### config.mk
export PLATFORM = sky130hd
export DESIGN_NAME = simon_stream_feeder
export DESIGN_NICKNAME = d
export VERILOG_FILES = /design/src/rtl/simon_stream_pkg.sv /design/src/rtl/simon_block_fifo.sv /design/src/rtl/simon_stream_feeder.sv
export SDC_FILE = /design/constraint.sdc
export NUM_CORES = 1
export LEC_CHECK = 0
export BUFFER_PORTS_ARGS = -buffer_cell sky130_fd_sc_hd__buf_2
export CAP_MARGIN = 40
export CORE_MARGIN = 2
export CORE_UTILIZATION = 40
export CTS_CLUSTER_DIAMETER = 200
export CTS_CLUSTER_SIZE = 24
export DETAILED_ROUTE_END_ITERATION = 6
export HOLD_SLACK_MARGIN = 0.1
export PLACE_DENSITY_LB_ADDON = 0.15
export SLEW_MARGIN = 0
export SYNTH_ARGS = -nofsm -noshare
export SYNTH_HDL_FRONTEND = slang
export SYNTH_HIERARCHICAL = 1
export SYNTH_SLANG_ARGS = --single-unit
export TNS_END_PERCENT = 100
### constraint.sdc
create_clock -name clk -period 7.1 [get_ports clk]
set_clock_uncertainty 0.15 [all_clocks]
set_input_delay 0.355 -clock clk [delete_from_list [all_inputs] [get_ports clk]]
set_output_delay 0.355 -clock clk [all_outputs]
set_load 0.005 [all_outputs]
### src/rtl/simon_stream_pkg.sv
// simon_stream_pkg: shared defaults, FSM state types and block type for the SIMON stream feeder
package simon_stream_pkg;

    localparam int N_DEFAULT     = 64;
    localparam int DEPTH_DEFAULT = 4;

    typedef enum logic [1:0] {IDLE, REQ, RELEASE} issue_state_t;

    typedef enum logic {R_IDLE, R_ACK} read_state_t;

    typedef logic [1:0][N_DEFAULT-1:0] block_t;

endpackage

### src/rtl/simon_block_fifo.sv
// simon_block_fifo: power-of-two block FIFO with first-word-fall-through head and occupancy count
module simon_block_fifo
    import simon_stream_pkg::*;
#(
    parameter int N     = N_DEFAULT,
    parameter int DEPTH = DEPTH_DEFAULT
) (
    input  logic                       clk,
    input  logic                       R,
    input  logic                       i_push,
    input  logic                       i_pop,
    input  logic [1:0][N-1:0]          i_din,
    output logic [1:0][N-1:0]          o_head,
    output logic [$clog2(DEPTH+1)-1:0] o_count,
    output logic                       o_full,
    output logic                       o_empty
);

    localparam int AW = $clog2(DEPTH);
    localparam int CW = $clog2(DEPTH+1);

    logic [1:0][N-1:0] r_mem [DEPTH];
    logic [AW-1:0]     r_wr;
    logic [AW-1:0]     r_rd;
    logic [CW-1:0]     r_count;
    logic              w_push;
    logic              w_pop;

    assign w_push  = i_push && !o_full;
    assign w_pop   = i_pop && !o_empty;
    assign o_full  = r_count == CW'(DEPTH);
    assign o_empty = r_count == '0;
    assign o_head  = r_mem[r_rd];
    assign o_count = r_count;

    // storage is data-only; stale entries are unreachable once the pointers reset
    always_ff @(posedge clk) begin
        if (w_push)
            r_mem[r_wr] <= i_din;
    end

    // pointers wrap naturally at DEPTH because DEPTH is a power of two
    always_ff @(posedge clk) begin
        if (R) begin
            r_wr    <= '0;
            r_rd    <= '0;
            r_count <= '0;
        end else begin
            if (w_push)
                r_wr <= r_wr + AW'(1);
            if (w_pop)
                r_rd <= r_rd + AW'(1);
            if (w_push != w_pop)
                r_count <= w_push ? r_count + CW'(1) : r_count - CW'(1);
        end
    end

endmodule

### src/rtl/simon_stream_feeder.sv
// simon_stream_feeder: buffers input blocks into a SIMON core and hands its results downstream
module simon_stream_feeder
    import simon_stream_pkg::*;
#(
    parameter int N     = N_DEFAULT,
    parameter int DEPTH = DEPTH_DEFAULT
) (
    input  logic                       clk,
    input  logic                       R,
    input  logic                       in_valid,
    output logic                       in_ready,
    input  logic [1:0][N-1:0]          in_block,
    output logic                       newData,
    output logic [1:0][N-1:0]          inData,
    input  logic                       loadData,
    input  logic                       doneData,
    input  logic [1:0][N-1:0]          outData,
    output logic                       readData,
    output logic                       out_valid,
    input  logic                       out_ready,
    output logic [1:0][N-1:0]          out_block,
    output logic [$clog2(DEPTH+1)-1:0] count
);

    issue_state_t      r_issue;
    read_state_t       r_read;
    logic [1:0][N-1:0] w_head;
    logic              w_full;
    logic              w_empty;
    logic              w_push;
    logic              w_pop;

    assign in_ready = !w_full;
    assign w_push   = in_valid && in_ready;
    assign w_pop    = (r_issue == REQ) && loadData;

    simon_block_fifo #(
        .N     (N),
        .DEPTH (DEPTH)
    ) u_fifo (
        .clk     (clk),
        .R       (R),
        .i_push  (w_push),
        .i_pop   (w_pop),
        .i_din   (in_block),
        .o_head  (w_head),
        .o_count (count),
        .o_full  (w_full),
        .o_empty (w_empty)
    );

    // issue path: offer the head, pop on the loadData edge, then wait out the loadData level
    always_ff @(posedge clk) begin
        if (R) begin
            r_issue <= IDLE;
            newData <= 1'b0;
            inData  <= '0;
        end else begin
            case (r_issue)
                IDLE: if (!w_empty) begin
                    inData  <= w_head;
                    newData <= 1'b1;
                    r_issue <= REQ;
                end
                REQ: if (loadData) begin
                    newData <= 1'b0;
                    r_issue <= RELEASE;
                end
                RELEASE: if (!loadData)
                    r_issue <= IDLE;
                default: r_issue <= IDLE;
            endcase
        end
    end

    // read path: take a result only when the output register is free, ack until doneData drops
    always_ff @(posedge clk) begin
        if (R) begin
            r_read    <= R_IDLE;
            readData  <= 1'b0;
            out_valid <= 1'b0;
            out_block <= '0;
        end else begin
            if (out_valid && out_ready)
                out_valid <= 1'b0;
            case (r_read)
                R_IDLE: if (doneData && !out_valid) begin
                    out_block <= outData;
                    out_valid <= 1'b1;
                    readData  <= 1'b1;
                    r_read    <= R_ACK;
                end
                R_ACK: if (!doneData) begin
                    readData <= 1'b0;
                    r_read   <= R_IDLE;
                end
                default: r_read <= R_IDLE;
            endcase
        end
    end

endmodule

After elaboration in Yosys (flattened, before gate mapping)
Memories as Yosys holds them, arrays and structs flattened. A register that Yosys moved wholly into a read port is not among the register bits.
Index checks and enable logic that the tools add are counted.

operators by class
  add/sub/neg operators = 4
  reduce and logical (&&, ||, !) cells = 17
  equality and inequality tests = 9
  divide/modulo/power cells = 0
  multiplexer cells = 19
  magnitude comparators = 0
  bitwise operators = 2
  shift-type cells = 0
  multipliers = 0

operators by type and width
  cell                 count
  $mux 1               11
  $ne 2x2->1 const B   5
  $logic_and 1x1->1    6
  $mux 2               3
  $pmux 1 s2           3
  $pmux 2 s3           1
  $reduce_and 2->1     3
  $reduce_and 3->1     2
  $add 2x1->2 const B  2
  $add 3x1->3 const B  1
  $eq 3x3->1 const B   1
  $logic_not 1->1      3
  $logic_not 3->1      1
  $mux 3               1
  $sub 3x1->3 const B  1
  $eq 2x1->1 const B   1
  $eq 2x2->1 const B   1
  $logic_not 2->1      1
  $not 1->1            2
  $reduce_bool 2->1    1
  $ne 1x1->1           1

storage, ports and cells
  memories = 1
  input bits = 262
  RAM bits = 512
  output and inout port bits = 263
  flip-flop bits (word level) = 141
  memory bits (read-only) = 0
  bits in latches = 0

memories
  memory        depth  bits a word  rd ports  clocked after memory_dff  wr ports  line                    RTL
  u_fifo.r_mem  4      128          1         1                         1         simon_block_fifo.sv:22  logic [1:0][N-1:0] r_mem [DEPTH];

Logic depth before layout (Yosys ltp)
Gate-level depths: netlist of run 1.

  depth in word-level cells = 6
  gate-level depth with buffers = 11
  depth with buffers taken out = 10

Hierarchy
Netlist of run 1, hierarchy kept.

modules (own cells, without submodules)
  module               instances  cells each  area each (um^2)
  simon_block_fifo     1          731         18939.4
  simon_stream_feeder  1          1139        9160.0

Least setup slack after synthesis of run 1
No wires, ideal clock.

  kind = reg-to-reg
  start point = reg u_fifo.r_count[0] (netlist: u_fifo/o_count[0])
  end point = mem u_fifo/r_mem[0][0] in the netlist's numbering (enable)
  data arrival time = 4.376 ns
  setup slack = 2.071 ns
  setup time = 0.502 ns
  stages on the path, launching flop included = 7
  data required time = 6.448 ns
  path through = dfxtp_1 > nor2_2 > and2_1 > nor2b_1 > buf_4 > a21boi_1 > and2_1

between the ends
  longest elaborated chain between the ends = 6

RTL lines
  item                          line                       RTL
  start, declared               simon_block_fifo.sv:25     logic [CW-1:0] r_count;
  start signal, assigned        simon_block_fifo.sv:54     r_count <= w_push ? r_count + CW'(1) : r_count - CW'(1);
  $eq 3x3->1                    simon_block_fifo.sv:31     assign o_full = r_count == CW'(DEPTH);
  named net w_full              simon_stream_feeder.sv:28  logic w_full;
  $logic_not 1->1               simon_stream_feeder.sv:33  assign in_ready = !w_full;
  $logic_and 1x1->1             simon_stream_feeder.sv:34  assign w_push = in_valid && in_ready;
  named net w_push              simon_stream_feeder.sv:30  logic w_push;
  $logic_and 1x1->1             simon_block_fifo.sv:29     assign w_push = i_push && !o_full;
  $mux 1                        simon_block_fifo.sv:38     if (w_push)
  $mux 1 (implied by the code)  simon_block_fifo.sv:39     r_mem[r_wr] <= i_din;
  end, declared                 simon_block_fifo.sv:22

The timed path passes the listed nets, and every way through them passes these cells.

Worst setup path in the final report of run 1
  start point = reg u_fifo.r_count[0] (netlist: u_fifo/o_count[0])
  end point = mem u_fifo/r_mem[2][101] in the netlist's numbering (enable)

Same word-level chain as after synthesis.

==> impl_metrics.env, run 1 <==
export IMPL_io_buffers=524
export IMPL_die_w_um=269
export IMPL_core_area_um2=69800
export IMPL_area_growth_pct=25.8
export IMPL_worstPathRequired_ns=7.18
export IMPL_postSynthAreaPerCell_um2=15.0
export IMPL_cts_setup_buffers=0
export IMPL_setup_viol=0
export IMPL_layout_drive_gt1_share_pct=28.6
export IMPL_gp_congestion=0.805
export IMPL_clk_latency_ns=0.59
export IMPL_first_global_vias=17780
export IMPL_finalNonFillerCells=3577
export IMPL_rsz0062_at_grt="false"
export IMPL_finalCritPeriodShare_pct=55.2
export IMPL_htreeDepth=2
export IMPL_dr_wl_met3_um=4650
export IMPL_rows=97
export IMPL_routedWlPerCell_um=20.2
export IMPL_synth_cells=1870
export IMPL_placed_cells_incl_taps=3242
export IMPL_drc=0
export IMPL_ir_drop_mv=0.253
export IMPL_totalWireLength_um=72300
export IMPL_yosys_warnings=6
export IMPL_async_flop_share_pct=0
export IMPL_num_nets_final=2868
export IMPL_dr_pass1_iters=5
export IMPL_via_per_inst=4.91
export IMPL_synth_area_um2=28100
export IMPL_ios=525
export IMPL_slew_violations=0
export IMPL_grt_max_degree=143
export IMPL_ys_seq_elements=783
export IMPL_synth_nets=2137
export IMPL_antenna_left=0
export IMPL_vias=17569
export IMPL_cts_path_max_buffers=3
export IMPL_final_setup_tns_ns=0
export IMPL_fin_util_pct=50.7
export IMPL_drtIter0Drc=1020
export IMPL_grt_overflow_total=0
export IMPL_critPathArrivalTime_ns=3.99
export IMPL_yosysMostFrequentCell="edfxtp_1"
export IMPL_seq_area_frac_synth_pct=74.0
export IMPL_clk_pin_slew_ns=0.10
export IMPL_synth_top_area_cell="edfxtp_1"
export IMPL_synth_edf_count=512
export IMPL_hold_class="in2reg"
export IMPL_place_detailed_hpwl_um=45800
export IMPL_clkSinkCount=783
export IMPL_synth_top_area_share_pct=54.7
export IMPL_p_per_area_nw_per_um2=318
export IMPL_crit_fanout=38
export IMPL_leakagePower_nw=12.9
export IMPL_max_clock_freq_mhz=255
export IMPL_root_buffer="clkbuf_16"
export IMPL_endpoint_kind="register"
export IMPL_highest_layer="met5"
export IMPL_fin_crit_ns=3.92
export IMPL_hold_violations=0
export IMPL_synth_area_top_cells="edfxtp_1 55%, dfxtp_1 19%, mux4_2 10%"
export IMPL_yosys_top_cells_count="512 x edfxtp_1, 493 x nand2_1, 271 x dfxtp_1"
export IMPL_synth_cell_types=38
export IMPL_wl_met2_um=36800
export IMPL_status="completed"
export IMPL_start_kind="register"
export IMPL_relSlewSlack_pct=34.0
export IMPL_whs_ns=0.183
export IMPL_met1_length_um=28500
export IMPL_worstMarginPinSlew_ns=0.991
export IMPL_dieArea_um2=72400
export IMPL_grt_pass1_wl_um=105000
export IMPL_tritoncts="done"
export IMPL_drv_cap=0
export IMPL_cts_inserted_buffers=38
export IMPL_path_class="reg2reg"
export IMPL_start_util_pct=40.3
export IMPL_track_usage_pct=19.4
export IMPL_die_h_um=269
export IMPL_synthFlopType="edfxtp_1"
export IMPL_antenna_found_initial=10
==> power breakdown <==
group          switching [mW]  internal (mW)  total, mW
clock                    1.40           1.06       2.46
combinational            1.66           1.09       2.75
sequential              0.308           5.71       6.02
==> cell usage in the layout (no fill, tap or decap), types with 20 or more instances in the layout <==
master and instances:
nand2_2 20, buf_2 524, dfxtp_1 269, nand2_1 493
clkbuf_1 28, edfxtp_1 512, clkbuf_16 39, mux4_2 128
dlygate4sd3_1 259, a21oi_1 262
==> flip-flops by register name, indices dropped and copies added, names as in the netlist, 2 cells and up, named ones only <==
signal          count
u_fifo/r_mem      512
inData            128
out_block         128
u_fifo/o_count      3
r_issue             2
u_fifo/r_rd         2
u_fifo/r_wr         2
==> kinds of logic (layout without fill, tap and decap cells) <==
family	count (synthesis)	count (layout)	share of synthesized area, %
other	0	6	0
adders and majority gates	5	5	0.249
AOI/OAI and AO/OA	274	274	4.98
xor gates and xnor gates	5	5	0.156
buffers and inverters	125	886	2.50
and+or+nand+nor	548	548	7.76
DFF	783	783	74.0
muxes	130	130	10.3
==> area by class of cell <==
class | instances | area [um^2]
Clock inverter | 3 | 43.8
Multi-Input combinational cell | 962 | 6630
Timing Repair Buffer | 809 | 5590
Antenna cell | 6 | 15.0
Tap cell | 940 | 1180
Clock buffer | 67 | 1080
Fill cell | 6004 | 34400
Sequential cell | 783 | 20800
Inverter | 7 | 26.3
==> stage by stage <==
step	worst slack [ns]	area, um^2	total power, mW
2_1_floorplan	2.07	28100	7.72
3_3_place_gp	3.09	31400	8.68
3_5_place_dp	3.10	31600	8.86
4_1_cts	3.08	35300	11.4
5_1_grt	2.85	35400	11.9
6_report	3.18	35400	11.2
==> routing by layer <==
metal  global-route usage, %  up-vias
li1                        -     8245
met3                    4.38      108
met5                       0        -
met4                    6.41       10
met1                    22.8     8744
met2                    35.0      462
==> critical path, cell delays in order, from the launching register on <==
cell and delay [ns]:
dfxtp_1 0.51, nor2_2 0.09, and2_1 0.18, nor2b_1 0.54
a21boi_1 0.61, and2_4 0.55, buf_16 0.27, buf_4 0.57
==> final timing paths <==
check / start / end / slack, ns / cells after the start
hold / removal: R / newData / 0.18 / 2
setup / recovery: u_fifo/o_count[0] / u_fifo/r_mem[2][101] / 3.18 / 7
setup reg to reg: u_fifo/o_count[0] / u_fifo/r_mem[2][101] / 3.18 / 7
hold reg to reg: inData[24] / inData[24] / 0.30 / 2
==> repair_timing <==
action | CTS | global route
gates resized for setup | 0 | 0
endpoints found under the hold margin | 646 | 0
hold buffers | 259 | 0
No activity file was read; power rests on OpenSTA's default activity.
==> run 2: changes to the inputs <==
==> constraint.sdc (replaced) <==
create_clock -name clk -period 3.5 [get_ports clk]
set_clock_uncertainty 0.15 [all_clocks]
set_input_delay 0.175 -clock clk [delete_from_list [all_inputs] [get_ports clk]]
set_output_delay 0.175 -clock clk [all_outputs]
set_load 0.005 [all_outputs]
==> impl_metrics.env, run 2 (synthesized netlist as in run 1, its figures left out) <==
export IMPL_fin_util_pct=51.0
export IMPL_layout_drive_gt1_share_pct=28.6
export IMPL_dr_pass1_iters=5
export IMPL_tritoncts="done"
export IMPL_via_per_inst=4.94
export IMPL_drtIter0Drc=1039
export IMPL_fin_crit_ns=3.11
export IMPL_slew_violations=0
export IMPL_root_buffer="clkbuf_16"
export IMPL_gp_congestion=0.872
export IMPL_path_class="reg2reg"
export IMPL_core_area_um2=69800
export IMPL_cts_path_max_buffers=3
export IMPL_busiest_layer="met2"
export IMPL_endpoint_kind="register"
export IMPL_worstMarginPinSlew_ns=0.856
export IMPL_grtUsageMet3_pct=3.60
export IMPL_final_common_cell="buf_2"
export IMPL_clk_latency_ns=0.59
export IMPL_ir_drop_mv=0.499
export IMPL_track_usage_pct=19.5
export IMPL_die_h_um=269
export IMPL_hold_class="in2reg"
export IMPL_grt_pass1_wl_um=106000
export IMPL_rows=97
export IMPL_n_fill_cell=6044
export IMPL_hold_start="in_block[26]"
export IMPL_leakagePower_nw=13.0
export IMPL_placed_cells_incl_taps=3245
export IMPL_grtUsageMet2_pct=35.3
export IMPL_setup_viol=0
export IMPL_clkSinkCount=783
export IMPL_clk_pin_slew_ns=0.10
export IMPL_multiInputGateArea_um2=6630
export IMPL_max_clock_freq_mhz=322
export IMPL_htreeDepth=2
export IMPL_hold_violations=0
export IMPL_antenna_found_initial=12
export IMPL_grtUsageMet1_pct=23.5
export IMPL_start_util_pct=40.3
export IMPL_die_w_um=269
export IMPL_drc=0
export IMPL_p_per_area_nw_per_um2=641
export IMPL_largest_register="u_fifo/r_mem"
export IMPL_area_growth_pct=26.7
export IMPL_rsz0062_at_grt="false"
export IMPL_largest_register_ff_count=512
export IMPL_start_kind="register"
export IMPL_status="completed"
export IMPL_relSlewSlack_pct=42.9
export IMPL_worstReg2RegStart="u_fifo/o_count[0]"
export IMPL_place_ws_ns=0.227
export IMPL_fin_area_um2=35600
export IMPL_finalCritPeriodShare_pct=88.8
export IMPL_vias=17746
export IMPL_ios=525
export IMPL_first_global_vias=17826
export IMPL_reg_largest_list="u_fifo/r_mem x512, inData x128, out_block x128"
export IMPL_antenna_left=0
export IMPL_finalNonFillerCells=3593
export IMPL_cts_inserted_buffers=38
export IMPL_startpoint="u_fifo/o_count[0]"
export IMPL_grt_max_degree=129
export IMPL_seq_area_um2=20800
export IMPL_num_nets_final=2885
export IMPL_worstPathRequired_ns=3.87
export IMPL_dieArea_um2=72400
export IMPL_critPathArrivalTime_ns=3.48
export IMPL_crit_fanout=11
export IMPL_routedWlPerCell_um=20.3
export IMPL_final_cell_mix="523 x buf_2, 512 x edfxtp_1, 493 x nand2_1"
export IMPL_fin_ws_ns=0.392
export IMPL_final_setup_tns_ns=0
export IMPL_grt_overflow_total=0
export IMPL_place_detailed_hpwl_um=45600
export IMPL_io_buffers=524
export IMPL_placed_cell_area_um2=31700
export IMPL_drv_cap=0
export IMPL_totalWireLength_um=73000
## run 2: cell types whose count changed in the layout (fill, tap and decap cells not counted), sizes merged
| cell | change |
|---|---|
| clkbuf | -3 |
| buf | +3 |
| dlygate4sd3 | +14 |
| diode | +2 |
## run 2: critical path, stage by stage (launching register included)
cell and delay [ns]:
dfxtp_1 0.52, nor2_2 0.10, and2_1 0.19, nor2b_2 0.38, a21boi_1 0.28, inv_1 0.09, fa_1 0.49, or4b_1 0.54
a21o_1 0.20, a21oi_1 0.11
## run 2: worst paths after layout
kind / endpoint / slack, ns / depth (start not counted)
hold / removal: u_fifo/r_mem[2][26] / 0.18 / 2
setup reg to reg: u_fifo/o_count[2] / 0.39 / 9
hold reg to reg: inData[127] / 0.30 / 2
setup / recovery: u_fifo/o_count[2] / 0.39 / 9
## run 2: routing by layer
layer  wire length, um  up-vias
li1                  -     8261
met1             29000     8879
met2             37600      495
met3              4370       99
met4              1900       12
met5                69        -
## run 2: layout make-up
type | instances | area share [%]
Antenna cell | 8 | 0.0562
Clock buffer | 64 | 3.01
Clock inverter | 3 | 0.123
Inverter | 7 | 0.0738
Multi-Input combinational cell | 962 | 18.6
Sequential cell | 783 | 58.5
Tap cell | 940 | 3.30
Timing Repair Buffer | 826 | 16.4
## run 2: what timing repair did
item	in CTS	in global routing
resized for setup	0	1
endpoints found under the setup margin	0	1
hold buffers	273	0
buffers inserted	0	0
endpoints found under the hold margin	721	0
## run 2: per-stage QoR
| step | total power [mW] | hold slack, ns |
|---|---|---|
| detailed placement | 18.0 | 0.242 |
| CTS | 23.2 | 0.128 |
| global route | 24.1 | 0.155 |
| floorplan | 15.6 | 0.124 |
| global placement | 17.9 | 0.237 |
| finish | 22.8 | 0.177 |
## run 2: report_power, final
group | switching, mW | internal [mW]
registers | 0.602 | 11.6
clock network | 2.82 | 2.14
logic | 3.41 | 2.27
==> run 3: changes to the inputs <==
--- a/config.mk
+++ b/config.mk
@@ -13,7 +13,7 @@
 export CTS_CLUSTER_SIZE = 24
 export DETAILED_ROUTE_END_ITERATION = 6
 export HOLD_SLACK_MARGIN = 0.1
-export PLACE_DENSITY_LB_ADDON = 0.15
+export RECOVER_POWER = 25
 export SLEW_MARGIN = 0
 export SYNTH_ARGS = -nofsm -noshare
 export SYNTH_HDL_FRONTEND = slang
==> impl_metrics.env, run 3 (synthesized netlist as in run 1, its figures left out) <==
export IMPL_finalNonFillerCells=3620
export IMPL_largest_register="u_fifo/r_mem"
export IMPL_p_switching_mw=6.87
export IMPL_area_growth_pct=27.3
export IMPL_whs_ns=0.219
export IMPL_gp_congestion=0.838
export IMPL_leakagePower_nw=12.9
export IMPL_p_per_area_nw_per_um2=637
export IMPL_endpoint_kind="register"
export IMPL_critPathArrivalTime_ns=3.43
export IMPL_io_buffers=524
export IMPL_place_detailed_hpwl_um=46200
export IMPL_n_fill_cell=5839
export IMPL_routedWlPerCell_um=20.5
export IMPL_placed_cells_incl_taps=3247
export IMPL_drc=0
export IMPL_power_internal_mw=15.9
export IMPL_ios=525
export IMPL_status="completed"
export IMPL_switching_share_pct=30.1
export IMPL_worstPathRequired_ns=3.86
export IMPL_p_seq_share_pct=53.5
export IMPL_final_setup_tns_ns=0
export IMPL_dr_pass1_iters=5
export IMPL_slew_violations=0
export IMPL_setup_viol=0
export IMPL_clkSinkCount=783
export IMPL_layout_drive_gt1_share_pct=24.6
export IMPL_first_global_vias=18371
export IMPL_fin_util_pct=51.2
export IMPL_fin_area_um2=35800
export IMPL_tritoncts="done"
export IMPL_reg_largest_list="u_fifo/r_mem x512, inData x128, out_block x128"
export IMPL_multiInputGateArea_um2=6630
export IMPL_totalWireLength_um=74100
export IMPL_root_buffer="clkbuf_16"
export IMPL_final_cell_mix="512 x edfxtp_1, 493 x nand2_1, 423 x buf_2"
export IMPL_num_nets_final=2915
export IMPL_finalCritPeriodShare_pct=87.7
export IMPL_cts_path_max_buffers=3
export IMPL_p_clk_share_pct=21.7
export IMPL_largest_register_ff_count=512
export IMPL_ir_drop_mv=0.661
export IMPL_fin_crit_ns=3.07
export IMPL_crit_fanout=11
export IMPL_grt_overflow_total=0
export IMPL_final_common_cell="edfxtp_1"
export IMPL_worstMarginPinSlew_ns=0.787
export IMPL_placed_cell_area_um2=31800
export IMPL_antenna_left=0
export IMPL_track_usage_pct=19.6
export IMPL_antenna_found_initial=10
export IMPL_drtIter0Drc=1172
export IMPL_rsz0062_at_grt="false"
export IMPL_die_w_um=269
export IMPL_path_class="reg2reg"
export IMPL_die_h_um=269
export IMPL_grt_max_degree=129
export IMPL_drv_cap=0
export IMPL_rows=97
export IMPL_htreeDepth=2
export IMPL_hold_class="in2reg"
export IMPL_via_per_inst=5.01
export IMPL_cts_inserted_buffers=38
export IMPL_grt_pass1_wl_um=108000
export IMPL_p_comb_share_pct=24.8
export IMPL_relSlewSlack_pct=47.5
export IMPL_hold_violations=0
export IMPL_start_kind="register"
export IMPL_vias=18149
export IMPL_clk_latency_ns=0.58
export IMPL_max_clock_freq_mhz=326
export IMPL_core_area_um2=69800
export IMPL_dieArea_um2=72400
export IMPL_seq_area_um2=20800
export IMPL_clk_pin_slew_ns=0.10
export IMPL_start_util_pct=40.3
-- run 3: cell count changes in the layout (fill, tap and decap cells not counted) --
cell / before / now
diode_2: 8 / 5
clkinv_8: 2 / 0
clkbuf_1: 25 / 126
buf_2: 523 / 423
buf_12: 19 / 21
dlygate4sd3_1: 273 / 301
inv_6: 0 / 1
-- run 3: power by group through the flow --
stage	logic, mW	clock network (mW)	registers (mW)
2_1_floorplan	3.20	0	12.4
3_3_place_gp	5.40	0	12.3
3_5_place_dp	5.49	0	12.4
4_1_cts	5.78	5.12	12.2
5_1_grt	6.18	5.44	12.3
6_report	5.64	4.95	12.2
-- run 3: critical path, cell delays in order, from the launching register on --
cell      delay [ns]
dfxtp_1         0.49
nor2_2          0.11
and2_1          0.19
nor2b_2         0.38
a21boi_1        0.26
inv_1           0.08
fa_1            0.49
or4b_1          0.53
a21o_1          0.20
a21oi_1         0.13
-- run 3: stage by stage --
stage	worst slack, ns	power, mW
final	0.429	22.8
after global placement	0.432	17.7
after CTS	0.276	23.1
after global routing	0.203	23.9
after detailed placement	0.308	17.9
after floorplan	-0.124	15.6
-- run 3: metal layers --
metal	wire length (um)	global-route usage, %	up-vias
met4	3110	7.78	10
met2	37600	35.3	550
li1	-	-	8332
met3	4590	3.92	132
met1	28800	23.0	9125
met5	67	0	-
-- run 3: cell type report --
cell class	instances	area share, %
tap	940	3.29
timing repair buffer	856	16.8
sequential	783	58.2
antenna	5	0.0350
clock buffer	65	3.00
inverter	7	0.0735
multi-input combinational	962	18.5
clock inverter	2	0.0560
-- run 3: path summary, 6_finish.rpt --
path	startpoint	to	slack [ns]	cells after the start
setup reg to reg	u_fifo/o_count[1]	u_fifo/o_count[2]	0.43	9
hold reg to reg	inData[76]	inData[76]	0.31	2
hold / removal	outData[36]	out_block[36]	0.22	4
setup / recovery	u_fifo/o_count[1]	u_fifo/o_count[2]	0.43	9
-- run 3: repair_timing --
item                                    in CTS  in global routing
gates resized for setup                      0                  1
endpoints found under the hold margin      703                  0
setup buffers                                0                  0
endpoints found under the setup margin       0                  1
hold buffers                               301                  0
